===== src/rtl/pll_ctrl_pkg.sv =====
// Shared types and constants for the PLLVR dynamic retune controller.
package pll_ctrl_pkg;

  localparam int PLL_SEL_W = 6;
  localparam int LOSS_W    = 8;

  typedef enum logic [2:0] {
    ST_HOLD   = 3'd0,
    ST_WAIT   = 3'd1,
    ST_STABLE = 3'd2,
    ST_RUN    = 3'd3,
    ST_ERR    = 3'd4
  } pll_state_e;

endpackage


===== src/rtl/lock_sync.sv =====
// Two-flop synchroniser bringing the asynchronous PLL LOCK into the clkin domain.
module lock_sync (
  input  logic clk_i,
  input  logic rst_i,
  input  logic d_i,
  output logic q_o
);

  logic meta_q;
  logic sync_q;

  always_ff @(posedge clk_i) begin
    if (rst_i) begin
      meta_q <= 1'b0;
      sync_q <= 1'b0;
    end else begin
      meta_q <= d_i;
      sync_q <= meta_q;
    end
  end

  assign q_o = sync_q;

endmodule


===== src/rtl/pll_retune_ctrl.sv =====
// Retune/relock sequencer for a PLLVR: holds RESET, waits for a stable LOCK, relocks on loss.
// Optional lock-loss counter is built only when PLL_LOSS_CNT_EN is defined.
module pll_retune_ctrl
  import pll_ctrl_pkg::*;
#(
  parameter int unsigned RST_CYCLES   = 16,
  parameter int unsigned LOCK_TIMEOUT = 27000,
  parameter int unsigned LOCK_STABLE  = 64
) (
  input  logic                 clkin,
  input  logic                 reset,
  input  logic                 req_valid,
  output logic                 req_ready,
  input  logic [PLL_SEL_W-1:0] req_idsel,
  input  logic [PLL_SEL_W-1:0] req_fbdsel,
  input  logic [PLL_SEL_W-1:0] req_odsel,
  output logic [PLL_SEL_W-1:0] pll_idsel,
  output logic [PLL_SEL_W-1:0] pll_fbdsel,
  output logic [PLL_SEL_W-1:0] pll_odsel,
  output logic                 pll_reset,
  input  logic                 pll_lock,
  output logic                 locked,
  output logic                 busy,
  output logic                 err_timeout,
  output logic [LOSS_W-1:0]    loss_cnt,
  output pll_state_e           dbg_state
);

  localparam int RST_W = $clog2(RST_CYCLES + 1);
  localparam int TMO_W = $clog2(LOCK_TIMEOUT + 1);
  localparam int STB_W = $clog2(LOCK_STABLE + 1);

  pll_state_e           state_q, state_d;
  logic [RST_W-1:0]     rst_cnt_q, rst_cnt_d;
  logic [TMO_W-1:0]     tmo_cnt_q, tmo_cnt_d;
  logic [STB_W-1:0]     stb_cnt_q, stb_cnt_d;
  logic [PLL_SEL_W-1:0] idsel_q, idsel_d;
  logic [PLL_SEL_W-1:0] fbdsel_q, fbdsel_d;
  logic [PLL_SEL_W-1:0] odsel_q, odsel_d;
  logic                 lock_s;
  logic                 accept;
  logic                 tmo_expired;

  lock_sync u_lock_sync (
    .clk_i (clkin),
    .rst_i (reset),
    .d_i   (pll_lock),
    .q_o   (lock_s)
  );

  // Handshake: req_ready is high only in RUN or ERR; a request is taken on any
  // rising clkin edge where req_valid && req_ready, codes are captured on that edge.
  assign req_ready   = (state_q == ST_RUN) || (state_q == ST_ERR);
  assign accept      = req_valid && req_ready;
  assign tmo_expired = tmo_cnt_q >= TMO_W'(LOCK_TIMEOUT - 1);

  always_comb begin
    state_d   = state_q;
    rst_cnt_d = rst_cnt_q;
    tmo_cnt_d = tmo_cnt_q;
    stb_cnt_d = stb_cnt_q;
    idsel_d   = idsel_q;
    fbdsel_d  = fbdsel_q;
    odsel_d   = odsel_q;

    case (state_q)
      ST_HOLD: begin
        if (rst_cnt_q == RST_W'(RST_CYCLES - 1)) begin
          state_d   = ST_WAIT;
          rst_cnt_d = '0;
          tmo_cnt_d = '0;
        end else begin
          rst_cnt_d = rst_cnt_q + 1'b1;
        end
      end
      ST_WAIT: begin
        tmo_cnt_d = tmo_cnt_q + 1'b1;
        if (lock_s) begin
          state_d   = ST_STABLE;
          stb_cnt_d = '0;
        end else if (tmo_expired) begin
          state_d = ST_ERR;
        end
      end
      ST_STABLE: begin
        // Timeout keeps running across lock glitches; only a clean run reaches RUN.
        tmo_cnt_d = tmo_cnt_q + 1'b1;
        if (lock_s && (stb_cnt_q == STB_W'(LOCK_STABLE - 1))) begin
          state_d = ST_RUN;
        end else if (tmo_expired) begin
          state_d = ST_ERR;
        end else if (!lock_s) begin
          state_d   = ST_WAIT;
          stb_cnt_d = '0;
        end else begin
          stb_cnt_d = stb_cnt_q + 1'b1;
        end
      end
      ST_RUN: begin
        if (!lock_s) begin
          state_d   = ST_HOLD;
          rst_cnt_d = '0;
        end
      end
      ST_ERR: begin
        state_d = ST_ERR;
      end
      default: begin
        state_d   = ST_HOLD;
        rst_cnt_d = '0;
      end
    endcase

    if (accept) begin
      state_d   = ST_HOLD;
      rst_cnt_d = '0;
      idsel_d   = req_idsel;
      fbdsel_d  = req_fbdsel;
      odsel_d   = req_odsel;
    end
  end

  always_ff @(posedge clkin) begin
    if (reset) begin
      state_q   <= ST_HOLD;
      rst_cnt_q <= '0;
      tmo_cnt_q <= '0;
      stb_cnt_q <= '0;
      idsel_q   <= '0;
      fbdsel_q  <= '0;
      odsel_q   <= '0;
    end else begin
      state_q   <= state_d;
      rst_cnt_q <= rst_cnt_d;
      tmo_cnt_q <= tmo_cnt_d;
      stb_cnt_q <= stb_cnt_d;
      idsel_q   <= idsel_d;
      fbdsel_q  <= fbdsel_d;
      odsel_q   <= odsel_d;
    end
  end

`ifdef PLL_LOSS_CNT_EN
  logic [LOSS_W-1:0] loss_cnt_q;
  logic              loss_evt;

  // A loss in RUN counts even when a request is accepted on the same edge.
  assign loss_evt = (state_q == ST_RUN) && !lock_s;

  always_ff @(posedge clkin) begin
    if (reset) begin
      loss_cnt_q <= '0;
    end else if (loss_evt && (loss_cnt_q != {LOSS_W{1'b1}})) begin
      loss_cnt_q <= loss_cnt_q + 1'b1;
    end
  end

  assign loss_cnt = loss_cnt_q;
`else
  assign loss_cnt = '0;
`endif

  assign pll_idsel   = idsel_q;
  assign pll_fbdsel  = fbdsel_q;
  assign pll_odsel   = odsel_q;
  assign pll_reset   = (state_q == ST_HOLD) || (state_q == ST_ERR);
  assign locked      = (state_q == ST_RUN);
  assign busy        = (state_q == ST_HOLD) || (state_q == ST_WAIT) || (state_q == ST_STABLE);
  assign err_timeout = (state_q == ST_ERR);
  assign dbg_state   = state_q;

endmodule


===== config.mk =====
export PLATFORM = sky130hd
export DESIGN_NAME = pll_retune_ctrl
export DESIGN_NICKNAME = d
export VERILOG_FILES = /design/src/rtl/pll_ctrl_pkg.sv /design/src/rtl/lock_sync.sv /design/src/rtl/pll_retune_ctrl.sv
export SDC_FILE = /design/constraint.sdc
export NUM_CORES = 1
export LEC_CHECK = 0
export BUFFER_PORTS_ARGS = -buffer_cell sky130_fd_sc_hd__buf_2
export CAP_MARGIN = 20
export CORE_MARGIN = 4
export CORE_UTILIZATION = 55
export CTS_CLUSTER_SIZE = 20
export DETAILED_ROUTE_END_ITERATION = 8
export PLACE_DENSITY = 0.81
export SYNTH_ARGS = -nofsm -noshare
export SYNTH_HDL_FRONTEND = slang
export SYNTH_SLANG_ARGS = --single-unit

===== constraint.sdc =====
create_clock -name clkin -period 4.1 [get_ports clkin]
set_clock_uncertainty 0.15 [all_clocks]
set_input_delay 0.82 -clock clkin [delete_from_list [all_inputs] [get_ports clkin]]
set_output_delay 0.82 -clock clkin [all_outputs]
set_load 0.01 [all_outputs]

# After elaboration in Yosys (flattened, before gate mapping)
# Index checks and enable logic that the tools add are counted.
[word_totals]
regBits = 50
inputBits = 22
output_inout_bits = 34
elab_cells = 61
[classes]
add_sub_neg = 3
order_cmp = 1
n_eq_ne = 13
n_mux = 18
n_bitwise = 1
n_reduce_logical = 16
[op_table]
columns = ["cell", "count"]
rows = [
  ["case mux 15 bit (2 select lines)", 1],
  ["two-way mux 7 bit", 4],
  ["two-way mux 3 bit", 7],
  ["adder 15 x 1 -> 15 bit (second input constant)", 1],
  [">= comparator 15 bit (second input constant)", 1],
  ["two-way mux 15 bit", 1],
  ["case mux 3 bit (5 select lines)", 1],
  ["case mux 5 bit (3 select lines)", 1],
  ["case mux 7 bit (2 select lines)", 1],
  ["two-way mux 5 bit", 2],
  ["inequality test 2 bit (second input constant)", 4],
  ["AND reduction 4 bit", 2],
  ["adder 7 x 1 -> 7 bit (second input constant)", 1],
  ["equality test 7 x 6 -> 1 bit (second input constant)", 1],
  ["equality test 3 x 2 -> 1 bit (second input constant)", 2],
  ["adder 5 x 1 -> 5 bit (second input constant)", 1],
  ["equality test 5 x 4 -> 1 bit (second input constant)", 1],
  ["logical OR 1 bit", 4],
  ["inequality test 4 bit (second input constant)", 1],
  ["AND reduction 2 bit", 2],
  ["nonzero test 2 bit", 2],
  ["OR reduction 2 bit", 2],
  ["equality test 3 x 1 -> 1 bit (second input constant)", 1],
  ["equality test 3 bit (second input constant)", 1],
  ["6 further kinds", 7],
]

# Longest topological paths before layout
[depth]
depth_word = 5
depth_mapped = 9
ltp_nobuf = 7

# Hierarchy
# A second synthesis with hierarchy kept.
[hier_totals]
hier_cells = 301
area_unflattened_um2 = 2417.3
[by_module_without_submodules]
columns = ["mod", "n_inst", "cells_each", "area_per_inst_um2", "seq_area_each_um2"]
rows = [
  ["pll_retune_ctrl", 1, 297, 2364.8, 960.9],
  ["lock_sync", 1, 4, 52.6, 40.0],
]

# Least setup slack after synthesis
# Ideal clock, no wire load.
[synth_timing]
kind = "register to output"
from = "reg state_q[1] (netlist: dbg_state[1])"
to = "out req_ready"
t_arrival_ns = 1.202
required_ns = 3.130
slack_ns = 1.928
stages_incl_launch_ff = 5
n_path_buf = 2
cell_sequence = "dfxtp_1 -> buf_2 -> clkbuf_1 -> nand2_1 -> o21ai_0"
[synth_via]
elab_chain_cells = 2
word_cells_on_any_way = 3
classes_between = "eq/ne: 2; reduce/logical: 1"
[synth_lines]
columns = ["element", "line", "text"]
rows = [
  ["start: declaration", "pll_retune_ctrl.sv:33", "pll_state_e state_q, state_d;"],
  ["start signal: assignment", "pll_retune_ctrl.sv:133", "state_q <= state_d;"],
  ["equality test 3 x 2 -> 1 bit or equality test 3 bit (tied branches)", "pll_retune_ctrl.sv:53", "assign req_ready = (state_q == ST_RUN) || (state_q == ST_ERR);"],
  ["logical OR 1 bit (*)", "pll_retune_ctrl.sv:53", ""],
  ["end: declaration", "pll_retune_ctrl.sv:13", "output logic req_ready,"],
]
# Mark *: on every way between the ends. The rest lies on a longest branch, timed or not.

# Final worst setup path
[layout_timing]
from = "reg state_q[0] (netlist: dbg_state[0])"
to = "out req_ready"
# The elaborated chain is that of the path after synthesis.

==> run_summary.xml <==
<?xml version="1.0" encoding="UTF-8"?>
<metrics>
  <group name="global_route">
    <metric name="global_route.usage.total" unit="">0.202</metric>
    <metric name="grt_max_degree" unit="">30</metric>
    <metric name="globalRoute.totalOverflow" unit="">0</metric>
    <metric name="global_route_wire_length_before_repair" unit="um">9070</metric>
    <metric name="initial_antenna_violation_count" unit="">0</metric>
    <metric name="grt_pass1_vias" unit="">2056</metric>
  </group>
  <group name="timing">
    <metric name="timing_hold_violations_final" unit="">0</metric>
    <metric name="fmaxAchievable" unit="MHz">391</metric>
    <metric name="number_of_setup_violations_in_the_final_report" unit="">0</metric>
    <metric name="finalCritPeriodShare" unit="">0.624</metric>
    <metric name="worst_slew_pin_slew" unit="ns">1.01</metric>
    <metric name="rsz_0062_raised_after_global_routing" unit="">false</metric>
    <metric name="timing.final.max_slew_violations" unit="">0</metric>
    <metric name="max_slew_margin" unit="">0.329</metric>
    <metric name="setup_tns" unit="ns">0</metric>
    <metric name="final_period_minus_worst_setup_slack" unit="ns">2.56</metric>
  </group>
  <group name="floorplan">
    <metric name="die-area" unit="sq um">5720</metric>
    <metric name="floorplan.rows" unit="">24</metric>
    <metric name="die_w" unit="um">75.6</metric>
    <metric name="chipHeight" unit="um">75.6</metric>
    <metric name="ioPinCount" unit="">56</metric>
    <metric name="core-area" unit="sq um">4380</metric>
    <metric name="initial_utilization" unit="">0.574</metric>
  </group>
  <group name="clock_tree">
    <metric name="insertion_delay_of_the_later_clocked_pin_in_the_worst_skew_pair" unit="ns">0.30</metric>
    <metric name="cts_setup_buffers" unit="">0</metric>
    <metric name="sink_count" unit="">50</metric>
    <metric name="tritoncts" unit="">done</metric>
    <metric name="cts-buffers-inserted" unit="">5</metric>
    <metric name="ctsHtreeMaxLevel" unit="">2</metric>
    <metric name="postCtsResizedCells" unit="">0</metric>
    <metric name="clk_transition_reported_paths" unit="ns">0.09</metric>
    <metric name="ctsLongestPathBuffers" unit="">2</metric>
    <metric name="clk_root_buffer_cell" unit="">sky130_fd_sc_hd__clkbuf_8</metric>
    <metric name="postCtsHoldBufs" unit="">0</metric>
  </group>
  <group name="routing">
    <metric name="drt_pass1_iterations" unit="">4</metric>
    <metric name="route.vias.total" unit="">2223</metric>
    <metric name="post-route-drc-count" unit="">0</metric>
    <metric name="vias_per_cell" unit="">5.64</metric>
    <metric name="ant_nets" unit="">0</metric>
    <metric name="drt-wirelength-per-cell" unit="um">13.4</metric>
    <metric name="wl" unit="um">5280</metric>
    <metric name="detailedRoute.firstIterationViolations" unit="">102</metric>
  </group>
  <group name="placement">
    <metric name="detailedPlacementHpwl" unit="um">3740</metric>
    <metric name="place_congestion" unit="">0.819</metric>
    <metric name="io_buffer_count" unit="">47</metric>
  </group>
  <group name="yosys">
    <metric name="most_used_flip_flop_cell_after_synthesis" unit="">sky130_fd_sc_hd__dfxtp_1</metric>
    <metric name="seq_area_frac_synth" unit="">0.398</metric>
    <metric name="synthesis.yosys.warnings" unit="">0</metric>
    <metric name="netlist_instances" unit="">302</metric>
    <metric name="synth_edf_count" unit="">0</metric>
    <metric name="postSynthAreaPerCell" unit="sq um">8.33</metric>
    <metric name="post_synth_instance_area" unit="sq um">2520</metric>
    <metric name="synthArstFlopShare" unit="">0</metric>
    <metric name="synth_seq_cells" unit="">50</metric>
    <metric name="synth_cell_types" unit="">48</metric>
  </group>
  <group name="finish">
    <metric name="drive_above_1_share" unit="">0.178</metric>
    <metric name="antenna-diode-count" unit="">0</metric>
    <metric name="finalCoreUtilization" unit="">0.647</metric>
    <metric name="mostFrequentLayoutCells" unit="">50 x sky130_fd_sc_hd__dfxtp_1, 47 x sky130_fd_sc_hd__buf_2, 43 x sky130_fd_sc_hd__nor2_1, 24 x sky130_fd_sc_hd__nand2_1, 19 x sky130_fd_sc_hd__mux2i_1</metric>
    <metric name="mostFrequentLayoutCell" unit="">sky130_fd_sc_hd__dfxtp_1</metric>
    <metric name="final_stage_net_count" unit="">366</metric>
    <metric name="synthToLayoutAreaGrowth" unit="%">12.8</metric>
  </group>
  <group name="power">
    <metric name="pwr-share-clk" unit="">0.395</metric>
    <metric name="power.switching_fraction" unit="">0.209</metric>
    <metric name="net-switching-power" unit="mW">0.180</metric>
    <metric name="p_leak" unit="nW">1.06</metric>
    <metric name="seq_power_share" unit="">0.570</metric>
    <metric name="power.ir.vdd_worst" unit="uV">225</metric>
    <metric name="cellInternalPower" unit="mW">0.683</metric>
    <metric name="comb_power_share" unit="">0.036</metric>
    <metric name="power.density" unit="nW/um^2">304</metric>
  </group>
  <group name="critical_path">
    <metric name="required_time_of_the_worst_setup_path" unit="ns">3.13</metric>
    <metric name="worstSetupStartpoint" unit="">dbg_state[0]</metric>
    <metric name="timing.critical_path.fanout_max" unit="">19</metric>
    <metric name="regToRegStartpoint" unit="">dbg_state[2]</metric>
    <metric name="worstSetupEndpointType" unit="">primary output</metric>
    <metric name="worst_setup_path_start_kind" unit="">flop</metric>
    <metric name="timing_worst_setup_path_type" unit="">reg2out</metric>
    <metric name="worst-endpoint-arrival" unit="ns">1.59</metric>
  </group>
  <group name="run">
    <metric name="timing.max_cap.violations" unit="">0</metric>
  </group>
  <group name="min_path">
    <metric name="hold_class" unit="">reg2reg</metric>
    <metric name="hold_path_startpoint" unit="">stb_cnt_q[6]</metric>
  </group>
  <group name="outcome">
    <metric name="run_status" unit="">finished clean</metric>
  </group>
</metrics>
## state kept, by name (all words and copies together) (netlist names), 3 cells and up
register and cells:
dbg_state 3, pll_fbdsel 6, pll_idsel 6, pll_odsel 6, rst_cnt_q 5, stb_cnt_q 7
tmo_cnt_q 15
## metal layers
layer | global-route usage | vias to the layer above | wire length [um]
li1 | - | 1142 | -
met1 | 0.265 | 1015 | 2560
met2 | 0.319 | 59 | 2340
met3 | 0.0528 | 7 | 309
met4 | 0.0738 | 0 | 76
met5 | 0 | - | 0
## final timing paths
path / to / slack, ns / cells past startpoint
max: req_ready / 1.54 / 4
min: stb_cnt_q[6] / 0.31 / 2
max reg2reg: rst_cnt_q[3] / 1.59 / 5
min reg2reg: stb_cnt_q[6] / 0.31 / 2
## metrics by stage
stage          cell area [sq um]  setup slack (ns)  cells  hold WS, ns  power (mW)
2_1_floorplan               2540              1.93    309        0.264       0.525
3_3_place_gp                2730              1.65    386        0.268       0.533
3_5_place_dp                2730              1.62    386        0.297       0.534
4_1_cts                     2840              1.56    394        0.316       0.876
5_1_grt                     2840              1.37    394        0.345       0.897
6_report                    2840              1.54    394        0.310       0.864
## cell families (layout without fill, tap and decap cells)
| kind of cell | after synthesis | after routing | share of synthesized area |
|---|---|---|---|
| xor+xnor | 10 | 10 | 0.0348 |
| buf+inv | 30 | 63 | 0.0592 |
| flops | 50 | 50 | 0.398 |
| compound gates | 58 | 58 | 0.150 |
| mux | 20 | 20 | 0.0801 |
| fa+ha+maj | 3 | 3 | 0.0149 |
| other cells | 1 | 8 | 0.00149 |
| simple gates | 130 | 130 | 0.262 |
## cell usage after synthesis (2+ instances only)
cell | n | area share
sky130_fd_sc_hd__o311ai_0 | 4 | 0.014
sky130_fd_sc_hd__nor2_1 | 43 | 0.064
sky130_fd_sc_hd__a21o_1 | 2 | 0.0060
sky130_fd_sc_hd__nor3_1 | 7 | 0.014
sky130_fd_sc_hd__nand4b_1 | 2 | 0.0070
sky130_fd_sc_hd__or3_1 | 6 | 0.015
sky130_fd_sc_hd__o211ai_1 | 2 | 0.0060
sky130_fd_sc_hd__nor2b_1 | 6 | 0.015
sky130_fd_sc_hd__o32ai_2 | 2 | 0.013
sky130_fd_sc_hd__buf_4 | 8 | 0.024
sky130_fd_sc_hd__a31oi_1 | 2 | 0.0050
sky130_fd_sc_hd__xnor2_1 | 10 | 0.035
sky130_fd_sc_hd__nor4_1 | 9 | 0.022
sky130_fd_sc_hd__nand3b_1 | 2 | 0.0060
sky130_fd_sc_hd__and4_1 | 3 | 0.010
sky130_fd_sc_hd__dfxtp_1 | 50 | 0.40
sky130_fd_sc_hd__nand3_1 | 11 | 0.022
sky130_fd_sc_hd__mux2i_1 | 19 | 0.076
sky130_fd_sc_hd__and3_1 | 3 | 0.0075
sky130_fd_sc_hd__o31ai_1 | 2 | 0.0060
sky130_fd_sc_hd__buf_2 | 5 | 0.0099
sky130_fd_sc_hd__nand2_1 | 24 | 0.036
sky130_fd_sc_hd__a21oi_1 | 17 | 0.034
sky130_fd_sc_hd__clkbuf_1 | 10 | 0.015
sky130_fd_sc_hd__inv_1 | 7 | 0.010
sky130_fd_sc_hd__ha_1 | 3 | 0.015
sky130_fd_sc_hd__nand2b_1 | 2 | 0.0050
sky130_fd_sc_hd__o32ai_1 | 2 | 0.0070
sky130_fd_sc_hd__nand4_1 | 5 | 0.012
sky130_fd_sc_hd__o21ai_0 | 16 | 0.032
## critical path, stage by stage (launching register included)
cell                      delay, ns
sky130_fd_sc_hd__dfxtp_1       0.70
sky130_fd_sc_hd__nor2_1        0.17
sky130_fd_sc_hd__nand2_1       0.15
sky130_fd_sc_hd__o21ai_0       0.09
sky130_fd_sc_hd__buf_2         0.17
## layout make-up
type	count	area [sq um]
clock buffer	6	72.6
clock inverter	2	37.5
fill	377	1550
inverter	7	26.3
multi-input combinational	229	1390
sequential	50	1000
tap	52	65.1
timing repair buffer	48	243
## power by group through the flow
stage | Clock [mW] | Combinational (mW) | Sequential, mW
2_1_floorplan | 0 | 0.0230 | 0.502
3_3_place_gp | 0 | 0.0301 | 0.503
3_5_place_dp | 0 | 0.0308 | 0.503
4_1_cts | 0.354 | 0.0309 | 0.492
5_1_grt | 0.369 | 0.0348 | 0.493
6_report | 0.341 | 0.0309 | 0.492
Note: power is estimated with default switching activity, not from simulation.
